==> config.mk <==
export PLATFORM = sky130hd
export DESIGN_NAME = regfile_writeback
export DESIGN_NICKNAME = d
export VERILOG_FILES = /design/src/rtl/regfile_writeback.sv
export SDC_FILE = /design/constraint.sdc
export NUM_CORES = 1
export LEC_CHECK = 0
export BUFFER_PORTS_ARGS = -buffer_cell sky130_fd_sc_hd__buf_2
export CAP_MARGIN = 20
export CORE_MARGIN = 2
export CORE_UTILIZATION = 60
export DETAILED_ROUTE_END_ITERATION = 10
export PLACE_DENSITY_LB_ADDON = 0.05
export SLEW_MARGIN = 10
export SYNTH_ARGS = -nofsm -noshare
export SYNTH_HDL_FRONTEND = slang
export SYNTH_SLANG_ARGS = --single-unit
export TNS_END_PERCENT = 10
==> constraint.sdc <==
create_clock -name i_clk -period 4.75 [get_ports i_clk]
set_clock_uncertainty 0.2 [all_clocks]
set_input_delay 0.95 -clock i_clk [delete_from_list [all_inputs] [get_ports i_clk]]
set_output_delay 0.95 -clock i_clk [all_outputs]
set_load 0.05 [all_outputs]
==> src/rtl/regfile_writeback.sv <==
`default_nettype none
// ============================================================================
// Module   : regfile_writeback
// Purpose  : Merges ALU and load-unit register writes through a small FIFO
//            into one register-file write port, with read-hazard flags.
// Revision : 1.0 - initial release
// ============================================================================
module regfile_writeback #(
   parameter int DEPTH = 4
) (
   input  logic        i_clk,
   input  logic        i_rst_n,
   input  logic        i_alu_valid,
   input  logic [3:0]  i_alu_reg,
   input  logic [15:0] i_alu_data,
   output logic        o_alu_ready,
   input  logic        i_mem_valid,
   input  logic [3:0]  i_mem_reg,
   input  logic [15:0] i_mem_data,
   output logic        o_mem_ready,
   input  logic        i_hold,
   output logic        o_we,
   output logic [3:0]  o_wr_reg,
   output logic [15:0] o_in_data,
   input  logic [3:0]  i_read_a,
   input  logic [3:0]  i_read_b,
   input  logic [3:0]  i_read_c,
   output logic        o_haz_a,
   output logic        o_haz_b,
   output logic        o_haz_c,
   output logic [3:0]  o_count
);

   localparam int         c_PTR_W = (DEPTH > 1) ? $clog2(DEPTH) : 1;
   localparam logic [3:0] c_DEPTH = 4'(DEPTH);

   logic [3:0]         r_reg  [DEPTH];
   logic [15:0]        r_data [DEPTH];
   logic [DEPTH-1:0]   r_valid;
   logic [c_PTR_W-1:0] r_wptr;
   logic [c_PTR_W-1:0] r_rptr;
   logic [3:0]         r_count;
   logic               r_we;
   logic [3:0]         r_wr_reg;
   logic [15:0]        r_in_data;

   logic [3:0]         w_free;
   logic               w_mem_push;
   logic               w_alu_push;
   logic               w_pop;
   logic [c_PTR_W-1:0] w_wptr_p1;
   logic [c_PTR_W-1:0] w_alu_slot;
   logic [c_PTR_W-1:0] w_wptr_nxt;
   logic [3:0]         w_count_nxt;

   // Free space comes from registered count only: a pop this cycle gives no credit.
   assign w_free      = c_DEPTH - r_count;
   assign o_mem_ready = (w_free != 4'd0);
   assign o_alu_ready = (w_free >= 4'd2) || ((w_free == 4'd1) && !i_mem_valid);

   assign w_mem_push  = i_mem_valid && o_mem_ready;
   assign w_alu_push  = i_alu_valid && o_alu_ready;
   assign w_pop       = (r_count != 4'd0) && !i_hold;

   // MEM takes the first free slot, so it is issued ahead of a same-edge ALU push.
   assign w_wptr_p1   = r_wptr + c_PTR_W'(1);
   assign w_alu_slot  = w_mem_push ? w_wptr_p1 : r_wptr;
   assign w_wptr_nxt  = (w_mem_push && w_alu_push) ? (w_wptr_p1 + c_PTR_W'(1)) :
                        (w_mem_push || w_alu_push) ? w_wptr_p1 : r_wptr;
   assign w_count_nxt = r_count + 4'(w_mem_push) + 4'(w_alu_push) - 4'(w_pop);

   always_ff @(posedge i_clk or negedge i_rst_n) begin
      if (!i_rst_n) begin
         r_wptr    <= '0;
         r_rptr    <= '0;
         r_count   <= 4'd0;
         r_valid   <= '0;
         r_we      <= 1'b0;
         r_wr_reg  <= 4'd0;
         r_in_data <= 16'h0000;
         for (int i = 0; i < DEPTH; i++) begin
            r_reg[i]  <= 4'd0;
            r_data[i] <= 16'h0000;
         end
      end else begin
         r_we <= w_pop;
         if (w_pop) begin
            r_wr_reg        <= r_reg[r_rptr];
            r_in_data       <= r_data[r_rptr];
            r_valid[r_rptr] <= 1'b0;
            r_rptr          <= r_rptr + c_PTR_W'(1);
         end
         if (w_mem_push) begin
            r_reg[r_wptr]   <= i_mem_reg;
            r_data[r_wptr]  <= i_mem_data;
            r_valid[r_wptr] <= 1'b1;
         end
         if (w_alu_push) begin
            r_reg[w_alu_slot]   <= i_alu_reg;
            r_data[w_alu_slot]  <= i_alu_data;
            r_valid[w_alu_slot] <= 1'b1;
         end
         r_wptr  <= w_wptr_nxt;
         r_count <= w_count_nxt;
      end
   end

   // A register stays hazardous until its write has been on the port.
   always_comb begin
      o_haz_a = r_we && (r_wr_reg == i_read_a);
      o_haz_b = r_we && (r_wr_reg == i_read_b);
      o_haz_c = r_we && (r_wr_reg == i_read_c);
      for (int i = 0; i < DEPTH; i++) begin
         if (r_valid[i] && (r_reg[i] == i_read_a)) o_haz_a = 1'b1;
         if (r_valid[i] && (r_reg[i] == i_read_b)) o_haz_b = 1'b1;
         if (r_valid[i] && (r_reg[i] == i_read_c)) o_haz_c = 1'b1;
      end
   end

   assign o_we      = r_we;
   assign o_wr_reg  = r_wr_reg;
   assign o_in_data = r_in_data;
   assign o_count   = r_count;

endmodule
`default_nettype wire

==> out/qor.csv, run 1 <==
metric,value,unit
root buffer cell,clkbuf_16,
Initial Utilization,61.6,%
"EDFF count, synth",0,
Layout Cells excl Fill,797,
cell count after synthesis,567,
max FFs per register,64,
final hold slack,0.298,ns
Peak VDD IR,0.526,mV
RSZ-0062 raised after global routing,no,
Placeable Area,11500,sq um
clock sinks,113,
Lkg Pwr,3.77,nW
CTS tree,done,
DRT antenna net count,0,
Yosys top cell by area,dfrtp_1,
die height,112,um
Worst Path Required,4.83,ns
synthesized area,7060,sq um
# IOs,87,
Post-synth top cells,"113 x dfrtp_1, 105 x mux2_2, 46 x xor2_1",
placer congestion estimate,0.899,
worst skew pair latency,0.41,ns
largest net degree at the start of global routing,58,
most common cell in the netlist,dfrtp_1,
post-synthesis sequential area ratio,40.0,%
post-synthesis adder-cell area fraction,3.76,%
via count,4852,
Fmax,0.287,GHz
share of cells above drive strength 1,45.7,%
Post-CTS Repair Setup Buffers,0,
critical path class,reg -> reg,
"Async S/R FF share, synth",100,%
"Avg Cell Area, Syn",12.5,sq um
"Top FF cell, synth",dfrtp_1,
DRT iter0 DRCs,250,
CP Data Arrival Time,3.57,ns
antenna cells,0,
YS warnings,0,
number of I/O port buffers,86,
clk buf depth,2,
dpl cells,765,
worst slew pin tran,0.808,ns
CTS resizes,0,
final hold viol count,0,
Slew Limit Headroom,46.2,%
Slew Limit Fails,0,
final net count,719,
DRT Wirelength,16600,um
max incr delay on CP,0.46,ns
Via density,6.09,
CP startpoint kind,register,
"Slowest-stage cell, CP",a21boi_4,
largest cells by area after synthesis,"dfrtp_1 40%, mux2_2 17%, mux2_4 6.4%, mux4_2 6.4%, xor2_1 5.7%",
htree depth,4,
Worst Path Max Fanout,15,
router iterations before antenna repair,5,
final setup violation count,0,
main combinational cell family by area after synthesis,multiplexers,
"Reg clk slew, reported paths",0.05,ns
routed len/inst,20.8,um
Synth Area in Simple Gates,6.29,%
DRC,0,
Rows,39,
cts-stage hold buffer count,0,
Final TNS setup,0,ns
post-synth cell types,40,
fin crit share,73.5,%
share of the synthesized area in the top cell type,40.0,%
"Area growth, synth to finish",16.1,%
CP endpoint kind,register,
first-pass GRT wire length,27300,um
"Cell Chain, Critical Path","inv_1, ha_1, nand2b_4, xnor2_2, a21boi_4, a21oi_2, buf_6, nor3_2, buf_4, mux2_2",
dpl hpwl,10900,um
Mapped Nets,644,
Die Width,112,um
pwr dens,824,nW/um^2
Tightest Hold Check Type,reg -> reg,
mux cell area share after synthesis,33.1,%
grt total ovfl,0,
outcome,"complete, no violations",
DIE AREA,12700,sq um
Max Cap Violations,0,
vias in the first global route,5108,
post-synthesis compound-gate area fraction,4.25,%
Num CTS Buffers,17,
GRT Total Usage,27.7,%
initial antenna violation count,0,
Seq cells post-synth,113,
final worst path period need,3.49,ns
XOR/XNOR Fraction of Synth Area,8.42,%
[critical path, delay by kind of cell (launching register included)]
family                   cells  cell delay, ns
AO/OA/AOI/OAI                2            0.74
AND/OR/NAND/NOR              2            0.48
flip-flops                   1            0.45
adder cells (fa/ha/maj)      1            0.22
multiplexers                 1            0.37
buffers and inverters        3            0.73
XOR/XNOR                     1            0.17
[cell usage in the layout (no fill, tap or decap), types with 2 or more instances in the layout]
cell type,n
nand2_1,24
nand2_4,2
nor3_1,11
a21oi_1,22
nor2_1,3
mux4_2,20
xnor2_2,2
o311ai_0,4
xnor2_1,19
nand3_1,6
clkbuf_16,17
clkinvlp_4,2
or3_1,2
bufinv_16,4
buf_4,12
inv_1,14
o21ai_0,7
buf_2,85
dfrtp_1,113
mux2_2,105
a31oi_1,6
mux2_4,30
ha_1,18
mux2_1,5
nor4_1,26
mux2i_1,20
clkinv_2,6
fa_1,2
xor2_1,46
and3_1,3
[per-stage QoR]
| step | worst slack, ns | utilization (%) | total power [mW] | cell area [sq um] |
|---|---|---|---|---|
| final | 1.26 | 71.5 | 6.76 | 8200 |
| after global routing | 1.08 | 71.5 | 7.15 | 8200 |
| after CTS | 1.19 | 71.4 | 6.76 | 8190 |
| after detailed placement | 1.24 | 66.1 | 5.40 | 7580 |
| after global placement | 1.34 | 65.8 | 5.27 | 7550 |
| after floorplan | 1.36 | - | 4.63 | 7060 |
[final timing paths]
kind | from | endpoint | slack (ns) | cells after the start
max in group asynchronous | i_rst_n | r_data[2]$_DFF_PN0_ | 3.03 | 2
worst min register to register | o_in_data[13]$_DFFE_PN0P_ | o_in_data[13]$_DFFE_PN0P_ | 0.30 | 1
worst max register to register | o_count[1]$_DFF_PN0_ | r_data[2]$_DFF_PN0_ | 1.26 | 10
worst max-delay path | o_count[1]$_DFF_PN0_ | r_data[2]$_DFF_PN0_ | 1.26 | 10
worst min-delay path | o_in_data[13]$_DFFE_PN0P_ | o_in_data[13]$_DFFE_PN0P_ | 0.30 | 1
min in group asynchronous | i_rst_n | o_wr_reg[1]$_DFFE_PN0P_ | 0.40 | 1
[per-layer routing]
layer  vias up  part of all wire [%]  track usage (%)
met1      2484                    45             37.6
met2       137                    49             45.5
li1       2209                     -                -
met4         0                   1.4             7.56
met5         -                     0                0
met3        22                   4.6             6.16
[logic make-up after synthesis]
group / after synthesis
buffers and inverters: 58
adders and majority gates: 20
and+or+nand+nor: 82
muxes: 180
xor gates and xnor gates: 67
DFF: 113
AOI/OAI and AO/OA: 47
[power by group]
part           total, mW  internal [mW]  switching (mW)
registers           1.96           1.48           0.483
clock network       1.31          0.881           0.432
logic               3.48           1.72            1.76
[cell type report]
class	count	area (sq um)
flip-flops and latches	113	2830
clock inverters	12	165
inverters	15	56.3
multi-input cells	396	3970
clock buffers	19	443
well taps	143	179
fillers	819	3270
repair buffers	99	554
(Power assumes the default switching activity.)
==> run 2, diff against run 1 <==
--- a/config.mk
+++ b/config.mk
@@ -8,7 +8,7 @@
 export BUFFER_PORTS_ARGS = -buffer_cell sky130_fd_sc_hd__buf_2
 export CAP_MARGIN = 20
 export CORE_MARGIN = 2
-export CORE_UTILIZATION = 60
+export CORE_UTILIZATION = 59
 export DETAILED_ROUTE_END_ITERATION = 10
 export PLACE_DENSITY_LB_ADDON = 0.05
 export SLEW_MARGIN = 10
==> constraint.sdc (replaced) <==
create_clock -name i_clk -period 3.7 [get_ports i_clk]
set_clock_uncertainty 0.2 [all_clocks]
set_input_delay 0.74 -clock i_clk [delete_from_list [all_inputs] [get_ports i_clk]]
set_output_delay 0.74 -clock i_clk [all_outputs]
set_load 0.05 [all_outputs]
==> out/qor.csv, run 2 (synthesis gave the netlist of run 1 again) <==
metric,value,unit
FILL cells,833,
routed len/inst,21.2,um
Tightest Hold Check Type,in -> async,
final hold slack,0.204,ns
dpl hpwl,11300,um
CP endpoint kind,register,
Worst Path Required,3.85,ns
Via density,6.10,
share of cells above drive strength 1,45.6,%
htree depth,4,
cts-stage hold buffer count,0,
"Design Area, Final",8180,sq um
first-pass GRT wire length,27300,um
final hold viol count,0,
Max Cap Violations,0,
router iterations before antenna repair,4,
initial antenna violation count,0,
CTS resizes,0,
Final TNS setup,0,ns
Crit Reg-Reg Startpoint,o_count[1]$_DFF_PN0_,
DIE AREA,12900,sq um
worst skew pair latency,0.42,ns
Num CTS Buffers,17,
clock sinks,113,
Rows,39,
clk buf depth,2,
placed inst area,7580,sq um
fin crit share,87.9,%
Final Util,70.7,%
"Area growth, synth to finish",15.8,%
Die Width,113,um
Fmax,0.307,GHz
vias in the first global route,5171,
worst slew pin tran,0.950,ns
crit path to,o_count[1]$_DFF_PN0_,
pwr dens,1050,nW/um^2
CTS tree,done,
GRT Total Usage,28.1,%
critical path class,reg -> reg,
"Reg clk slew, reported paths",0.05,ns
Initial Utilization,61.1,%
final worst path period need,3.25,ns
grt total ovfl,0,
max FFs per register,64,
DRT antenna net count,0,
most frequent cells in the layout,"113 x dfrtp_1, 105 x mux2_2, 85 x buf_2",
# IOs,87,
Lkg Pwr,3.77,nW
DRT iter0 DRCs,226,
root buffer cell,clkbuf_16,
number of I/O port buffers,86,
RSZ-0062 raised after global routing,no,
outcome,"complete, no violations",
placer congestion estimate,0.951,
final net count,721,
CP Data Arrival Time,3.41,ns
"most common cell after layout, fill and taps aside",dfrtp_1,
Placeable Area,11600,sq um
DRT Wirelength,16900,um
Worst Path Max Fanout,14,
Crit Reg-Reg Endpoint,o_count[1]$_DFF_PN0_,
Peak VDD IR,0.600,mV
largest net degree at the start of global routing,63,
Slew Limit Fails,0,
via count,4866,
final setup violation count,0,
DRC,0,
antenna cells,0,
Worst Setup SP,o_count[1]$_DFF_PN0_,
FF-to-FF path depth,12,
"setup slack, reg-to-reg",0.45,ns
Slew Limit Headroom,36.6,%
Post-CTS Repair Setup Buffers,0,
die height,113,um
CP startpoint kind,register,
-- run 2: cell count changes in the layout (fill, tap and decap cells not counted), sizes merged --
cell      delta
clkinv       -3
buf          +2
clkinvlp     -2
clkbuf       +6
bufinv       -2
-- run 2: report_power, final --
group          internal (mW)  switching, mW  leakage [nW]
Sequential              1.90          0.629          1.31
Combinational           2.20           2.25          2.16
Clock                   1.09          0.554         0.295
-- run 2: cell type report --
class,instances,area [sq um],share of cell area [%]
clock buffer,25,515,6.31
clock inverter,5,75.1,0.918
inverter,15,56.3,0.689
multi-input combinational,396,3960,48.5
sequential,113,2830,34.6
tap,143,179,2.19
timing repair buffer,101,558,6.83
-- run 2: layer usage --
| layer | up-vias | wire [um] | share of wire, % | GRT usage [%] |
|---|---|---|---|---|
| met5 | - | 0 | 0 | 0 |
| met4 | 0 | 216 | 1.3 | 10.2 |
| met3 | 19 | 876 | 5.2 | 5.26 |
| met2 | 157 | 8470 | 50 | 45.7 |
| met1 | 2482 | 7320 | 43 | 37.9 |
| li1 | 2208 | - | - | - |
-- run 2: how the worst min path moves through the flow --
stage / start / to / slack, ns / cells past startpoint
after floorplan: i_rst_n / o_count[0]$_DFF_PN0_ / 0.24 / 0
after global placement: o_in_data[15]$_DFFE_PN0P_ / o_in_data[15]$_DFFE_PN0P_ / 0.29 / 1
after detailed placement: o_in_data[6]$_DFFE_PN0P_ / o_in_data[6]$_DFFE_PN0P_ / 0.29 / 1
after CTS: i_rst_n / o_wr_reg[1]$_DFFE_PN0P_ / 0.24 / 1
after global routing: i_rst_n / o_wr_reg[1]$_DFFE_PN0P_ / 0.29 / 1
final: i_rst_n / o_wr_reg[1]$_DFFE_PN0P_ / 0.20 / 1
-- run 2: through the flow --
step	cells	setup WS, ns	total power [mW]
after floorplan	567	0.305	5.95
after global placement	768	0.558	6.81
after detailed placement	768	0.455	6.96
after CTS	798	0.446	8.65
after global routing	798	0.242	9.10
final	798	0.447	8.62
-- run 2: critical path: stages, from the launching register on --
cell and delay, ns:
dfrtp_1 0.45, inv_1 0.14, ha_1 0.21, nand2b_4 0.08, xnor2_2 0.16, a21boi_4 0.47
inv_1 0.18, ha_1 0.31, inv_1 0.04, fa_1 0.38, inv_1 0.08, fa_1 0.41
inv_1 0.07
==> run 3, diff against run 2 <==
--- a/config.mk
+++ b/config.mk
@@ -8,8 +8,9 @@
 export BUFFER_PORTS_ARGS = -buffer_cell sky130_fd_sc_hd__buf_2
 export CAP_MARGIN = 20
 export CORE_MARGIN = 2
-export CORE_UTILIZATION = 59
+export CORE_UTILIZATION = 50
 export DETAILED_ROUTE_END_ITERATION = 10
+export GPL_ROUTABILITY_DRIVEN = 0
 export PLACE_DENSITY_LB_ADDON = 0.05
 export SLEW_MARGIN = 10
 export SYNTH_ARGS = -nofsm -noshare
==> out/qor.csv, run 3 (synthesis gave the netlist of run 1 again) <==
metric,value,unit
outcome,"complete, no violations",
Placeable Area,13800,sq um
share of cells above drive strength 1,46.0,%
Worst Path Max Fanout,13,
CTS resizes,0,
number of I/O port buffers,86,
routed len/inst,20.5,um
Tightest Hold Check Type,in -> async,
DRT Wirelength,17200,um
"Design Area, Final",8320,sq um
"Cell Chain, Critical Path","inv_1, ha_1, and2_4, o221ai_2, o31a_2, inv_2, nor3_2, buf_4, mux2_2",
final setup violation count,0,
clock sinks,113,
Initial Utilization,51.1,%
Via density,5.70,
Max Cap Violations,0,
RSZ-0062 raised after global routing,no,
Lkg Pwr,3.80,nW
final worst path period need,3.21,ns
final worst slack,0.488,ns
Worst Path Required,3.80,ns
"Reg clk slew, reported paths",0.05,ns
DRT iter0 DRCs,303,
CP startpoint kind,register,
dpl cells,807,
CP Data Arrival Time,3.31,ns
htree depth,4,
"setup slack, reg-to-reg",0.49,ns
NetSw,3.44,mW
"Buf+Inv Stages, Crit Path",3,
sequential cell area,2830,sq um
Sw Ratio,39.1,%
antenna cells,0,
Crit Reg-Reg Endpoint,r_data[10]$_DFF_PN0_,
initial antenna violation count,0,
via count,4780,
"delay-heaviest family, CP",simple AND/OR/NAND/NOR gates,
clk buf depth,2,
Rows,43,
Peak VDD IR,0.528,mV
dpl hpwl,11400,um
worst skew pair latency,0.42,ns
root buffer cell,clkbuf_16,
placed inst area,7650,sq um
grt total ovfl,0,
cts-stage hold buffer count,0,
FILL cells,1156,
CP endpoint kind,register,
worst slew pin tran,0.809,ns
multi-input logic area,3970,sq um
critical path class,reg -> reg,
final hold viol count,0,
DRT antenna net count,0,
Logic pwr share,51.0,%
clock power share,20.9,%
GRT Total Usage,24.7,%
Layout Cells excl Fill,838,
Final TNS setup,0,ns
Slew Limit Fails,0,
"most common cell after layout, fill and taps aside",dfrtp_1,
largest net degree at the start of global routing,60,
die height,123,um
Fmax,0.311,GHz
pre-CTS setup slack,0.439,ns
"Area growth, synth to finish",17.8,%
DRC,0,
# IOs,87,
Num CTS Buffers,17,
pwr dens,1060,nW/um^2
FF-to-FF path depth,9,
max FFs per register,64,
final net count,723,
fin crit share,86.8,%
Slew Limit Headroom,46.1,%
Post-CTS Repair Setup Buffers,0,
vias in the first global route,5085,
first-pass GRT wire length,27900,um
CTS tree,done,
DIE AREA,15100,sq um
router iterations before antenna repair,4,
Die Width,123,um
max incr delay on CP,0.64,ns
total power,8.80,mW
Internal,5.36,mW
"Slowest-stage cell, CP",nor3_2,
most frequent cells in the layout,"113 x dfrtp_1, 105 x mux2_2, 85 x buf_2",
Seq pwr share,28.1,%
Crit Reg-Reg Startpoint,o_count[1]$_DFF_PN0_,
## run 3: metrics by stage
stage	hold slack, ns	util (%)
final	0.173	60.1
after global routing	0.282	60.1
after CTS	0.241	60.1
after detailed placement	0.295	55.4
after global placement	0.286	55.4
after floorplan	0.244	-
## run 3: how the worst max path moves through the flow
stage,startpoint,endpoint,slack (ns),cells past startpoint
after detailed placement,o_count[1]$_DFF_PN0_,r_data[10]$_DFF_PN0_,0.44,9
after CTS,o_count[1]$_DFF_PN0_,r_data[10]$_DFF_PN0_,0.43,9
after floorplan,o_count[1]$_DFF_PN0_,o_count[2]$_DFF_PN0_,0.31,10
after global routing,o_count[1]$_DFF_PN0_,r_data[10]$_DFF_PN0_,0.30,9
after global placement,o_count[1]$_DFF_PN0_,r_reg[0]$_DFF_PN0_,0.54,9
final,o_count[1]$_DFF_PN0_,r_data[10]$_DFF_PN0_,0.49,9
## run 3: routing by layer
metal	routed length [um]	vias up	track usage (%)
li1	-	2206	-
met1	7780	2433	32.8
met2	8390	123	40.8
met3	820	18	5.44
met4	206	0	6.90
met5	0	-	0
## run 3: layout make-up
cell class | count | area share (%)
Timing Repair Buffer | 103 | 6.89
Sequential cell | 113 | 34.0
Multi-Input combinational cell | 396 | 47.8
Clock inverter | 9 | 2.14
Tap cell | 180 | 2.71
Inverter | 15 | 0.677
Clock buffer | 22 | 5.82
## run 3: worst register-to-register path: cells and delay by family, from the launching register on
kind | cells | cell delay (ns)
simple gates | 2 | 0.82
buf+inv | 3 | 0.56
flops | 1 | 0.46
compound gates | 2 | 0.42
mux | 1 | 0.37
fa+ha+maj | 1 | 0.26
## run 3: power by group through the flow
stage	registers (mW)	logic [mW]	clock network, mW
finish	2.47	4.49	1.83
global route	2.56	4.85	1.93
floorplan	2.78	3.17	0
global placement	2.45	4.44	0
detailed placement	2.48	4.52	0
CTS	2.47	4.53	1.86
